### src/rtl/ws2812_pkg.sv
// Shared types and default 20 MHz timing for the WS2812 output stage of the
// APA102-to-WS2812 bridge.
package ws2812_pkg;

  typedef enum logic [1:0] {
    IDLE  = 2'd0,
    SHIFT = 2'd1,
    LATCH = 2'd2
  } state_t;

  // Default timing in clk cycles at 20 MHz
  localparam int T_BIT_DEF   = 25;    // 1.25 us per data bit
  localparam int T0H_DEF     = 8;     // 0.40 us high for a 0 bit
  localparam int T1H_DEF     = 16;    // 0.80 us high for a 1 bit
  localparam int T_LATCH_DEF = 1600;  // 80 us low to latch the strip

  localparam int PIX_W = 24;

  // Field order matches the wire order: G first, MSB first
  typedef struct packed {
    logic [7:0] g;
    logic [7:0] r;
    logic [7:0] b;
  } grb_t;

endpackage

### src/rtl/ws2812_encoder.sv
// WS2812 NRZ serialiser: takes GRB pixels over valid/ready, shifts them out
// MSB-first with per-bit high times, and inserts the latch low period when a
// frame end has been requested.
//
// state | meaning
// ------+-------------------------------------------------------------
// IDLE  | ready for a pixel; starts a latch if one is requested
// SHIFT | sending sr[23]; cyc_cnt walks the bit, bit_cnt walks the pixel
// LATCH | dout held low for T_LATCH cycles, then back to IDLE
module ws2812_encoder
  import ws2812_pkg::*;
#(
  parameter int T_BIT   = T_BIT_DEF,
  parameter int T0H     = T0H_DEF,
  parameter int T1H     = T1H_DEF,
  parameter int T_LATCH = T_LATCH_DEF
) (
  input  logic clk,
  input  logic rst,
  input  grb_t pix_data,
  input  logic pix_valid,
  output logic pix_ready,
  input  logic frame_end,
  output logic dout,
  output logic busy
);

  localparam int CYC_W = $clog2(T_BIT);
  localparam int LAT_W = $clog2(T_LATCH + 1);

  localparam logic [CYC_W-1:0] CYC_LAST = CYC_W'(T_BIT - 1);
  localparam logic [CYC_W-1:0] HI_ONE   = CYC_W'(T1H);
  localparam logic [CYC_W-1:0] HI_ZERO  = CYC_W'(T0H);
  localparam logic [LAT_W-1:0] LAT_LOAD = LAT_W'(T_LATCH - 1);
  localparam logic [4:0]       BIT_LAST = 5'(PIX_W - 1);

  state_t             state, state_n;
  logic [PIX_W-1:0]   sr, sr_n;
  logic [CYC_W-1:0]   cyc_cnt, cyc_n;
  logic [4:0]         bit_cnt, bit_n;
  logic [LAT_W-1:0]   lat_cnt, lat_n;
  logic               latch_pend, pend_n;
  logic               ready_n;
  logic               dout_n;
  logic               take;

  assign take = pix_valid & pix_ready;
  assign busy = (state != IDLE) | latch_pend;

  // Next-state, counter and registered-output decode
  always_comb begin
    state_n = state;
    sr_n    = sr;
    cyc_n   = cyc_cnt;
    bit_n   = bit_cnt;
    lat_n   = lat_cnt;
    // A latch request already being served is not stacked
    pend_n  = latch_pend | (frame_end & (state != LATCH));

    case (state)
      IDLE: begin
        if (take) begin
          sr_n    = pix_data;
          bit_n   = '0;
          cyc_n   = '0;
          state_n = SHIFT;
        end else if (latch_pend || frame_end) begin
          lat_n   = LAT_LOAD;
          state_n = LATCH;
        end
      end
      SHIFT: begin
        if (cyc_cnt != CYC_LAST) begin
          cyc_n = cyc_cnt + 1'b1;
        end else if (bit_cnt != BIT_LAST) begin
          sr_n  = {sr[PIX_W-2:0], 1'b0};
          bit_n = bit_cnt + 5'd1;
          cyc_n = '0;
        end else if (take && !latch_pend) begin
          // Seamless reload: next pixel's first bit follows immediately
          sr_n  = pix_data;
          bit_n = '0;
          cyc_n = '0;
        end else if (latch_pend || frame_end) begin
          lat_n   = LAT_LOAD;
          bit_n   = '0;
          cyc_n   = '0;
          state_n = LATCH;
        end else begin
          bit_n   = '0;
          cyc_n   = '0;
          state_n = IDLE;
        end
      end
      LATCH: begin
        if (lat_cnt == '0) begin
          pend_n  = 1'b0;
          state_n = IDLE;
        end else begin
          lat_n = lat_cnt - 1'b1;
        end
      end
      default: state_n = IDLE;
    endcase

    // Ready is withheld in the final bit slot when a latch is owed, so a
    // raised ready always means the offered pixel will be taken.
    ready_n = (state_n == IDLE) ||
              ((state_n == SHIFT) && (bit_n == BIT_LAST) &&
               (cyc_n == CYC_LAST) && !pend_n);

    // dout lags the state by one cycle so a transfer edge is still low
    dout_n = (state == SHIFT) && (cyc_cnt < (sr[PIX_W-1] ? HI_ONE : HI_ZERO));
  end

  // State, counters and registered outputs
  always_ff @(posedge clk or posedge rst) begin
    if (rst) begin
      state      <= IDLE;
      sr         <= '0;
      cyc_cnt    <= '0;
      bit_cnt    <= '0;
      lat_cnt    <= '0;
      latch_pend <= 1'b0;
      pix_ready  <= 1'b0;
      dout       <= 1'b0;
    end else begin
      state      <= state_n;
      sr         <= sr_n;
      cyc_cnt    <= cyc_n;
      bit_cnt    <= bit_n;
      lat_cnt    <= lat_n;
      latch_pend <= pend_n;
      pix_ready  <= ready_n;
      dout       <= dout_n;
    end
  end

endmodule

### config.mk
export PLATFORM = sky130hd
export DESIGN_NAME = ws2812_encoder
export DESIGN_NICKNAME = d
export VERILOG_FILES = /design/src/rtl/ws2812_pkg.sv /design/src/rtl/ws2812_encoder.sv
export SDC_FILE = /design/constraint.sdc
export NUM_CORES = 1
export LEC_CHECK = 0
export BUFFER_PORTS_ARGS = -buffer_cell sky130_fd_sc_hd__buf_4
export CAP_MARGIN = 15
export CORE_UTILIZATION = 25
export CTS_CLUSTER_DIAMETER = 200
export CTS_CLUSTER_SIZE = 8
export DETAILED_ROUTE_END_ITERATION = 16
export PLACE_DENSITY_LB_ADDON = 0.08
export SYNTH_ARGS = -nofsm -noshare
export SYNTH_HDL_FRONTEND = slang
export SYNTH_SLANG_ARGS = --single-unit
### constraint.sdc
create_clock -name clk -period 4.9 [get_ports clk]
set_clock_uncertainty 0.05 [all_clocks]
set_input_delay 1.225 -clock clk [delete_from_list [all_inputs] [get_ports clk]]
set_output_delay 1.225 -clock clk [all_outputs]
set_load 0.005 [all_outputs]
# After elaboration in Yosys (flattened, before gate mapping)
# Index checks and enable logic that the tools add are counted.
[word_totals]
ff_bits = 50
out_inout_bits = 3
word_cells = 78
[op_classes]
magnitude_cmp = 1
addsub = 3
n_reduce_logical = 17
eq_ne = 15
n_mux = 30
bitwise_logic = 4
[op_table]
columns = ["cell", "count"]
rows = [
  ["24-bit two-way mux", 4],
  ["11-bit two-way mux", 6],
  ["24-bit case mux with 2 select lines", 1],
  ["11-bit case mux with 3 select lines", 1],
  ["5-bit two-way mux", 6],
  ["5-bit case mux with 2 select lines", 2],
  ["2-bit two-way mux", 7],
  ["2-bit inequality test (second input constant)", 7],
  ["11-bit zero test", 1],
  ["11-bit by 1-bit subtractor with 11-bit output (second input constant)", 1],
  ["5-bit by 1-bit adder with 5-bit output (second input constant)", 2],
  ["5-bit == test (second input constant)", 2],
  ["5-bit inequality test (second input constant)", 2],
  ["2-bit case mux with 3 select lines", 1],
  ["6-bit AND reduction", 1],
  ["1-bit logical AND", 5],
  ["5-bit < comparator", 1],
  ["2-bit by 1-bit == test with 1-bit output (second input constant)", 2],
  ["2-bit zero test", 2],
  ["4-bit AND reduction", 1],
  ["2-bit nonzero test", 2],
  ["3-bit inequality test (second input constant)", 1],
  ["3-bit nonzero test", 1],
  ["1-bit bitwise AND", 2],
  ["5 further kinds", 9],
]

# Depth between registers and ports, before layout
# Gate-level depths: netlist (run 1).
[depth]
depth_word = 11
ltp_mapped = 10
depth_no_buf = 8

# Worst setup path before layout (run 1)
# No wires, ideal clock.
[synth_path]
kind = "input port to flip-flop"
start = "input port pix_valid"
end = "register pix_ready"
slack_ns = 2.258
cell_stages = 6
arrival_time_ns = 2.515
path_buffers = 0
cell_sequence = "a21oi_1 or2_1 a211o_1 nand4b_1 or4b_1 a21oi_1"
[synth_via]
elab_cells_between_ends = 19
cone_classes = "eq/ne: 3; mux: 9; bitwise: 1; reduce/logical: 6"
[synth_rtl]
columns = ["element", "line", "text"]
rows = [
  ["start: declaration", "ws2812_encoder.sv:21", "input logic pix_valid,"],
  ["1-bit bitwise AND", "ws2812_encoder.sv:47", "assign take = pix_valid & pix_ready;"],
  ["5-bit two-way mux", "ws2812_encoder.sv:62", "if (take) begin"],
  ["5-bit case mux with 2 select lines", "ws2812_encoder.sv:60", "case (state)"],
  ["via bit_n[2]", "ws2812_encoder.sv:40", "logic [4:0] bit_cnt, bit_n;"],
  ["5-bit == test", "ws2812_encoder.sv:109", "((state_n == SHIFT) && (bit_n == BIT_LAST) &&"],
  ["1-bit logical AND (2 in series)", "ws2812_encoder.sv:109", ""],
  ["1-bit logical AND", "ws2812_encoder.sv:110", "(cyc_n == CYC_LAST) && !pend_n);"],
  ["1-bit logical OR", "ws2812_encoder.sv:108", "ready_n = (state_n == IDLE) ||"],
  ["via ready_n", "ws2812_encoder.sv:43", "logic ready_n;"],
  ["end signal: assignment", "ws2812_encoder.sv:134", "pix_ready <= ready_n;"],
  ["end: declaration", "ws2812_encoder.sv:22", "output logic pix_ready,"],
]
# The timed path passes the listed nets, and every way through them passes these cells.
# A chain may end at the register's enable or synchronous reset.

# Worst setup path in the final report (run 1)
[layout_path]
start = "register state[1]"
end = "output port busy"
[layout_via]
elab_chain_cells = 2
[layout_rtl]
columns = ["element", "line", "text"]
rows = [
  ["start: declaration", "ws2812_encoder.sv:37", "state_t state, state_n;"],
  ["start signal: assignment", "ws2812_encoder.sv:128", "state <= state_n;"],
  ["2-bit nonzero test", "ws2812_encoder.sv:48", "assign busy = (state != IDLE) | latch_pend;"],
  ["1-bit OR", "ws2812_encoder.sv:48", ""],
  ["end: declaration", "ws2812_encoder.sv:25", "output logic busy"],
]
# No other way between the ends.

==> results of run 1 <==
## where the power goes
part                switching, uW  internal [uW]
sequential     0.0000000000000253            412
combinational                12.2           14.4
clock                         143            153
total                         155            579
## metrics by stage
stage                     hold slack, ns  worst slack (ns)  utilization, %  cells
after global placement             0.418              1.91            29.6    426
after global routing               0.465              2.05            31.0    435
final                              0.442              2.14            31.0    435
after detailed placement           0.425              1.87            29.6    426
after floorplan                    0.405              2.26               -    276
after CTS                          0.448              2.13            30.7    434
## area by class of cell
class                           count  area (um2)  area share [%]
Timing Repair Buffer               33         268            8.67
Clock inverter                      2        37.5            1.22
Tap cell                          133         166            5.39
Clock buffer                        6        72.6            2.35
Sequential cell                    50        1250            40.5
Multi-Input combinational cell    203        1260            40.9
Inverter                            8        30.0           0.972
## kinds of logic (layout without fill, tap and decap cells)
| group | after synthesis | in the layout | synth area share, % |
|---|---|---|---|
| buf+inv | 23 | 49 | 3.89 |
| xor+xnor | 8 | 8 | 2.69 |
| mux | 23 | 23 | 8.84 |
| fa+ha+maj | 5 | 5 | 2.40 |
| compound gates | 58 | 58 | 12.9 |
| flops | 50 | 50 | 48.1 |
| simple gates | 109 | 109 | 21.2 |
## path summary, 6_finish.rpt
check | startpoint | endpoint | slack (ns)
min | sr[18]$_DFFE_PP0P_ | sr[18]$_DFFE_PP0P_ | 0.44
max | state[1]$_DFF_PP0_ | busy | 2.14
max reg2reg | lat_cnt[2]$_DFFE_PP0P_ | pix_ready$_DFF_PP0_ | 2.22
min reg2reg | sr[18]$_DFFE_PP0P_ | sr[18]$_DFFE_PP0P_ | 0.44
min in group asynchronous | rst | sr[5]$_DFFE_PP0P_ | 0.82
max in group asynchronous | rst | sr[18]$_DFFE_PP0P_ | 3.17
## synthesized netlist by cell type, types with 2 or more instances
library cell and instances:
dfrtp_1 50, nand2_1 46, o21ai_1 28, mux2i_1 23
nor2_1 15, clkbuf_1 10, nand3_1 9, nand4_1 9
inv_1 8, xor2_1 8, a21oi_1 6, o21ai_0 6
a31oi_1 5, ha_1 5, nand2b_1 5, nand4b_1 4
nor3_1 4, o31ai_1 4, buf_1 3, or4_4 3
buf_6 2, nor2b_1 2, nor4_1 2, o211ai_1 2
o21a_1 2, o311ai_1 2, or3_1 2
## metal layers
| layer | part of all wire (%) | up-vias | global-route usage [%] |
|---|---|---|---|
| li1 | - | 1023 | - |
| met1 | 48 | 965 | 15.4 |
| met2 | 48 | 27 | 20.2 |
| met3 | 2.8 | 6 | 2.32 |
| met4 | 1.0 | 0 | 3.57 |
| met5 | 0 | - | 0 |
## flip-flops by register name, indices dropped and copies added, names as in the netlist
register    flops
pix_ready       1
state           2
lat_cnt        11
latch_pend      1
bit_cnt         5
cyc_cnt         5
dout            1
sr             24
## worst register-to-register path: stages (launching register included)
cell     delay [ns]
dfrtp_1        0.45
or4_4          0.58
or4_4          0.44
o31ai_1        0.26
a21oi_1        0.13
or4b_1         0.55
a21oi_1        0.16
==> results.json, run 1 <==
{
  "globalRouteTotalUtil_pct": 11.9,
  "diodes": 0,
  "cp_data_required_time_ns": 3.62,
  "path_depth": 2,
  "viasPerCell": 4.65,
  "overflow": 0,
  "synth_edf_count": 0,
  "crit_family": "flip-flops",
  "dpl_cell_area_um2": 2950,
  "hold_path.class": "reg2reg",
  "end_kind": "output pin",
  "wirelength_um": 6010,
  "wire_per_inst_um": 13.8,
  "arrival_ns": 1.48,
  "core_area_um2": 9950,
  "die_w_um": 104,
  "power_density_nw_per_um2": 238,
  "max-clock-path-buffers": 2,
  "worstMarginPinSlew_ns": 0.640,
  "ctsHoldBuffers": 0,
  "ys_top_cells_by_area": "dfrtp_1 (48%), mux2i_1 (8.8%), nand2_1 (6.6%), o21ai_1 (5.4%), xor2_1 (2.7%)",
  "fmaxAchievable_mhz": 363,
  "clk_pin_slew_ns": 0.09,
  "grt_start_max_net_pins": 49,
  "path_cells": "or3_1 > buf_4",
  "cts_resized": 0,
  "maxSlewHeadroom_pct": 57.3,
  "cp_num_buf_inv": 1,
  "whs_path_depth": 2,
  "syn-cell-area_um2": 2600,
  "worstSetupPathType": "reg2out",
  "h-tree-depth": 2,
  "cts_root_buf": "clkbuf_8",
  "drt_iter0_markers": 60,
  "hold_viol_final": 0,
  "grt_pass1_vias": 2159,
  "fin_crit_sh_pct": 56.2,
  "rsz0062_at_grt": "no",
  "cts_buffers": 5,
  "drive_above_1_share_pct": 15.2,
  "worstPathMaxFanout": 17,
  "finalSetupViolCount": 0,
  "fin_area_um2": 3090,
  "grt_pass1_wl_um": 10500,
  "cts.sinks": 50,
  "die-height_um": 104,
  "crit_path_max_incr_delay_ns": 0.58,
  "power_leakage_uw": 0.00132,
  "area_growth_pct": 18.6,
  "pin_count": 31,
  "tns_ns": 0,
  "fp-row-count": 36,
  "io_buffers": 30,
  "ir_worst_vdd_mv": 0.0981,
  "synth_nets": 309,
  "post_cts_buffers": 0,
  "die_area_um2": 10800,
  "drc": 0,
  "syn-instance-count": 276,
  "fin_nets": 334,
  "cap_viol_max_count": 0,
  "ys_warn_count": 0,
  "antenna_left": 0,
  "synth_flop_cell": "dfrtp_1",
  "firstDrtPassIters": 4,
  "rr_worst_depth": 6,
  "synth_top_area_share_pct": 48.1,
  "final_common_cell": "dfrtp_1",
  "slew_viol_final": 0,
  "place_congestion": 0.765,
  "totalPowerFinal_uw": 734,
  "synth_cell_types": 38,
  "yosysSeqAreaShare_pct": 48.1,
  "antenna_found_initial": 0,
  "async_flop_share_pct": 100,
  "dp_hpwl_um": 4200,
  "mostFrequentLayoutCells": "dfrtp_1 (50), nand2_1 (46), buf_4 (32)",
  "synth_seq_cells": 50,
  "syn-mean-instance-area_um2": 9.43,
  "clk_latency_ns": 0.30,
  "via_count": 2021,
  "crit_path_start_kind": "flop",
  "synth_top_area_cell": "dfrtp_1",
  "status": "finished clean",
  "finalCriticalPeriod_ns": 2.76,
  "start_util_pct": 26.2,
  "cts_tree": "done",
  "nFillCells": 1053,
  "cp_slowest_cell": "dfrtp_1"
}
(Power assumes the default switching activity.)
==> inputs of run 2 (changes only) <==
--- a/config.mk
+++ b/config.mk
@@ -5,6 +5,7 @@
 export SDC_FILE = /design/constraint.sdc
 export NUM_CORES = 1
 export LEC_CHECK = 0
+export ABC_AREA = 1
 export BUFFER_PORTS_ARGS = -buffer_cell sky130_fd_sc_hd__buf_4
 export CAP_MARGIN = 15
 export CORE_UTILIZATION = 25
==> constraint.sdc (replaced) <==
create_clock -name clk -period 2.2 [get_ports clk]
set_clock_uncertainty 0.05 [all_clocks]
set_input_delay 0.55 -clock clk [delete_from_list [all_inputs] [get_ports clk]]
set_output_delay 0.55 -clock clk [all_outputs]
set_load 0.005 [all_outputs]
==> results.json, run 2 <==
{
  "status": "finished clean",
  "max-clock-path-buffers": 2,
  "syn-cell-area_um2": 2940,
  "drc": 0,
  "synth_cell_types": 30,
  "yosys-top-cells-count": "nand2_1 (95), inv_1 (51), dfrtp_1 (50), nor2_1 (29), nand3_1 (24)",
  "ir_worst_vdd_mv": 0.610,
  "slew_viol_final": 0,
  "cp_slowest_cell": "dfrtp_1",
  "synth_most_common_cell": "nand2_1",
  "grt_pass1_vias": 2359,
  "mostFrequentLayoutCells": "nand2_1 (95), inv_1 (50), dfrtp_1 (50)",
  "core_area_um2": 11400,
  "power_leakage_uw": 0.00158,
  "die_w_um": 110,
  "grt_pass1_wl_um": 11600,
  "cap_viol_max_count": 0,
  "antenna_found_initial": 0,
  "arrival_ns": 2.14,
  "synth_top_area_cell": "dfrtp_1",
  "worstPathMaxFanout": 11,
  "ctsHoldBuffers": 0,
  "syn-instance-count": 367,
  "grt_start_max_net_pins": 51,
  "cts_root_buf": "clkbuf_16",
  "hold_path.class": "in2async",
  "fmaxAchievable_mhz": 508,
  "area_growth_pct": 18.7,
  "finalSetupViolCount": 0,
  "nFillCells": 1248,
  "io_buffers": 30,
  "path_cells": "inv_2 > nor2_2 > inv_2 > nor2_4 > nand2_1 > nand3_1 > nand2_1 > nor2_1 > nand3_1 > a21oi_1",
  "dp_hpwl_um": 4620,
  "firstDrtPassIters": 6,
  "globalRouteTotalUtil_pct": 11.7,
  "final_common_cell": "nand2_1",
  "post_cts_buffers": 0,
  "end_kind": "flop",
  "wire_per_inst_um": 12.2,
  "rr_worst_depth": 10,
  "cp_data_required_time_ns": 2.37,
  "worstMarginPinSlew_ns": 0.485,
  "die_area_um2": 12200,
  "start_util_pct": 25.7,
  "pin_count": 31,
  "cts_buffers": 5,
  "yosysSeqAreaShare_pct": 42.6,
  "synth_top_area_share_pct": 42.6,
  "syn-mean-instance-area_um2": 8.00,
  "clk_latency_ns": 0.29,
  "synth_nets": 400,
  "crit_path_end": "pix_ready$_DFF_PP0_",
  "cts_tree": "done",
  "ys_warn_count": 0,
  "finalCriticalPeriod_ns": 1.97,
  "maxSlewHeadroom_pct": 67.7,
  "antenna_left": 0,
  "post-route-util_pct": 30.5,
  "p_int_uw": 2540,
  "rsz0062_at_grt": "no",
  "crit_path_start_kind": "flop",
  "viasPerCell": 4.37,
  "async_flop_share_pct": 100,
  "h-tree-depth": 2,
  "pwr-share-seq_pct": 32.8,
  "largest-register": "sr",
  "r2r_slack_ns": 0.23,
  "place_congestion": 0.742,
  "p_sw_share_pct": 42.5,
  "hold_viol_final": 0,
  "die-height_um": 110,
  "switchingPower_uw": 1880,
  "drive_above_1_share_pct": 23.7,
  "fin_crit_sh_pct": 89.5,
  "synth_seq_cells": 50,
  "ys_top_cells_by_area": "dfrtp_1 (43%), nand2_1 (12%), inv_1 (6.5%), o211ai_2 (6.4%), o21ai_2 (4.5%)",
  "clk_pin_slew_ns": 0.07,
  "reg_top3": "sr (24), lat_cnt (11)",
  "fp-row-count": 39,
  "wirelength_um": 6590,
  "power_density_nw_per_um2": 1270,
  "startpoint": "state[0]$_DFF_PP0_",
  "diodes": 0,
  "synth_flop_cell": "dfrtp_1",
  "via_count": 2358,
  "tns_ns": 0,
  "overflow": 0,
  "synth_edf_count": 0,
  "p_comb_share_pct": 48.6,
  "cts.sinks": 50,
  "power_frac_clock_pct": 18.6,
  "worstSetupPathType": "reg2reg",
  "r2r-start": "state[0]$_DFF_PP0_",
  "drt_iter0_markers": 105,
  "r2r_end": "pix_ready$_DFF_PP0_",
  "largest_reg_flops": 24,
  "fin_nets": 428,
  "crit_path_max_incr_delay_ns": 0.43
}
## run 2: cell type report
cell class	instances	area (um2)	area share (%)
Clock buffer	6	139	3.98
Clock inverter	2	16.3	0.467
Inverter	58	218	6.25
Multi-Input combinational cell	245	1380	39.6
Sequential cell	50	1250	35.9
Tap cell	143	179	5.13
Timing Repair Buffer	35	304	8.72
## run 2: critical path, delay by kind of cell (launching register included)
family / cells / cell delay [ns]
and+or+nand+nor: 7 / 1.05
buffers and inverters: 2 / 0.22
AOI/OAI and AO/OA: 1 / 0.14
DFF: 1 / 0.43
## run 2: per-layer routing
metal  vias up  part of all wire [%]  GRT usage [%]
met1      1073                    51           16.0
met2        41                    45           18.4
met3         4                   3.7           2.80
li1       1240                     -              -
met5         -                     0              0
met4         0                  0.70           3.20
## run 2: what timing repair did
| action | 4_1_cts | 5_1_grt |
|---|---|---|
| endpoints found under the setup margin | 0 | 9 |
| endpoints found under the hold margin | 0 | 0 |
| gates resized for setup | 0 | 2 |
## run 2: cell families (layout without fill, tap and decap cells)
kind of cell | after synthesis | in the layout | share of synthesized area, %
xor+xnor | 6 | 6 | 1.79
flops | 50 | 50 | 42.6
fa+ha+maj | 5 | 5 | 2.13
simple gates | 164 | 164 | 23.5
buf+inv | 72 | 101 | 11.1
compound gates | 70 | 70 | 18.9
## run 2: power by group through the flow
stage / logic (uW) / clock network [uW] / registers (uW)
2_1_floorplan: 1800 / 0 / 1430
3_3_place_gp: 2170 / 0 / 1470
3_5_place_dp: 2180 / 0 / 1470
4_1_cts: 2180 / 870 / 1450
5_1_grt: 2450 / 899 / 1490
6_report: 2150 / 824 / 1450
## run 2: worst min path at each step
stage	startpoint	cells past startpoint	slack [ns]	endpoint
6_report	rst	3	0.25	cyc_cnt[2]$_DFF_PP0_
3_3_place_gp	sr[21]$_DFFE_PP0P_	2	0.46	sr[21]$_DFFE_PP0P_
3_5_place_dp	lat_cnt[9]$_DFFE_PP0P_	2	0.46	lat_cnt[9]$_DFFE_PP0P_
2_1_floorplan	latch_pend$_DFF_PP0_	2	0.42	latch_pend$_DFF_PP0_
4_1_cts	rst	3	0.26	sr[1]$_DFFE_PP0P_
5_1_grt	rst	3	0.29	cyc_cnt[2]$_DFF_PP0_
## run 2: through the flow
stage	power (uW)	instance area, um2	std cells	hold WS [ns]	setup WS, ns
6_report	4420	3490	539	0.249	0.231
2_1_floorplan	3230	2940	367	0.424	0.399
4_1_cts	4510	3480	539	0.261	0.103
3_5_place_dp	3640	3320	531	0.455	0.127
5_1_grt	4850	3490	539	0.287	0.00218
3_3_place_gp	3640	3320	531	0.456	0.106
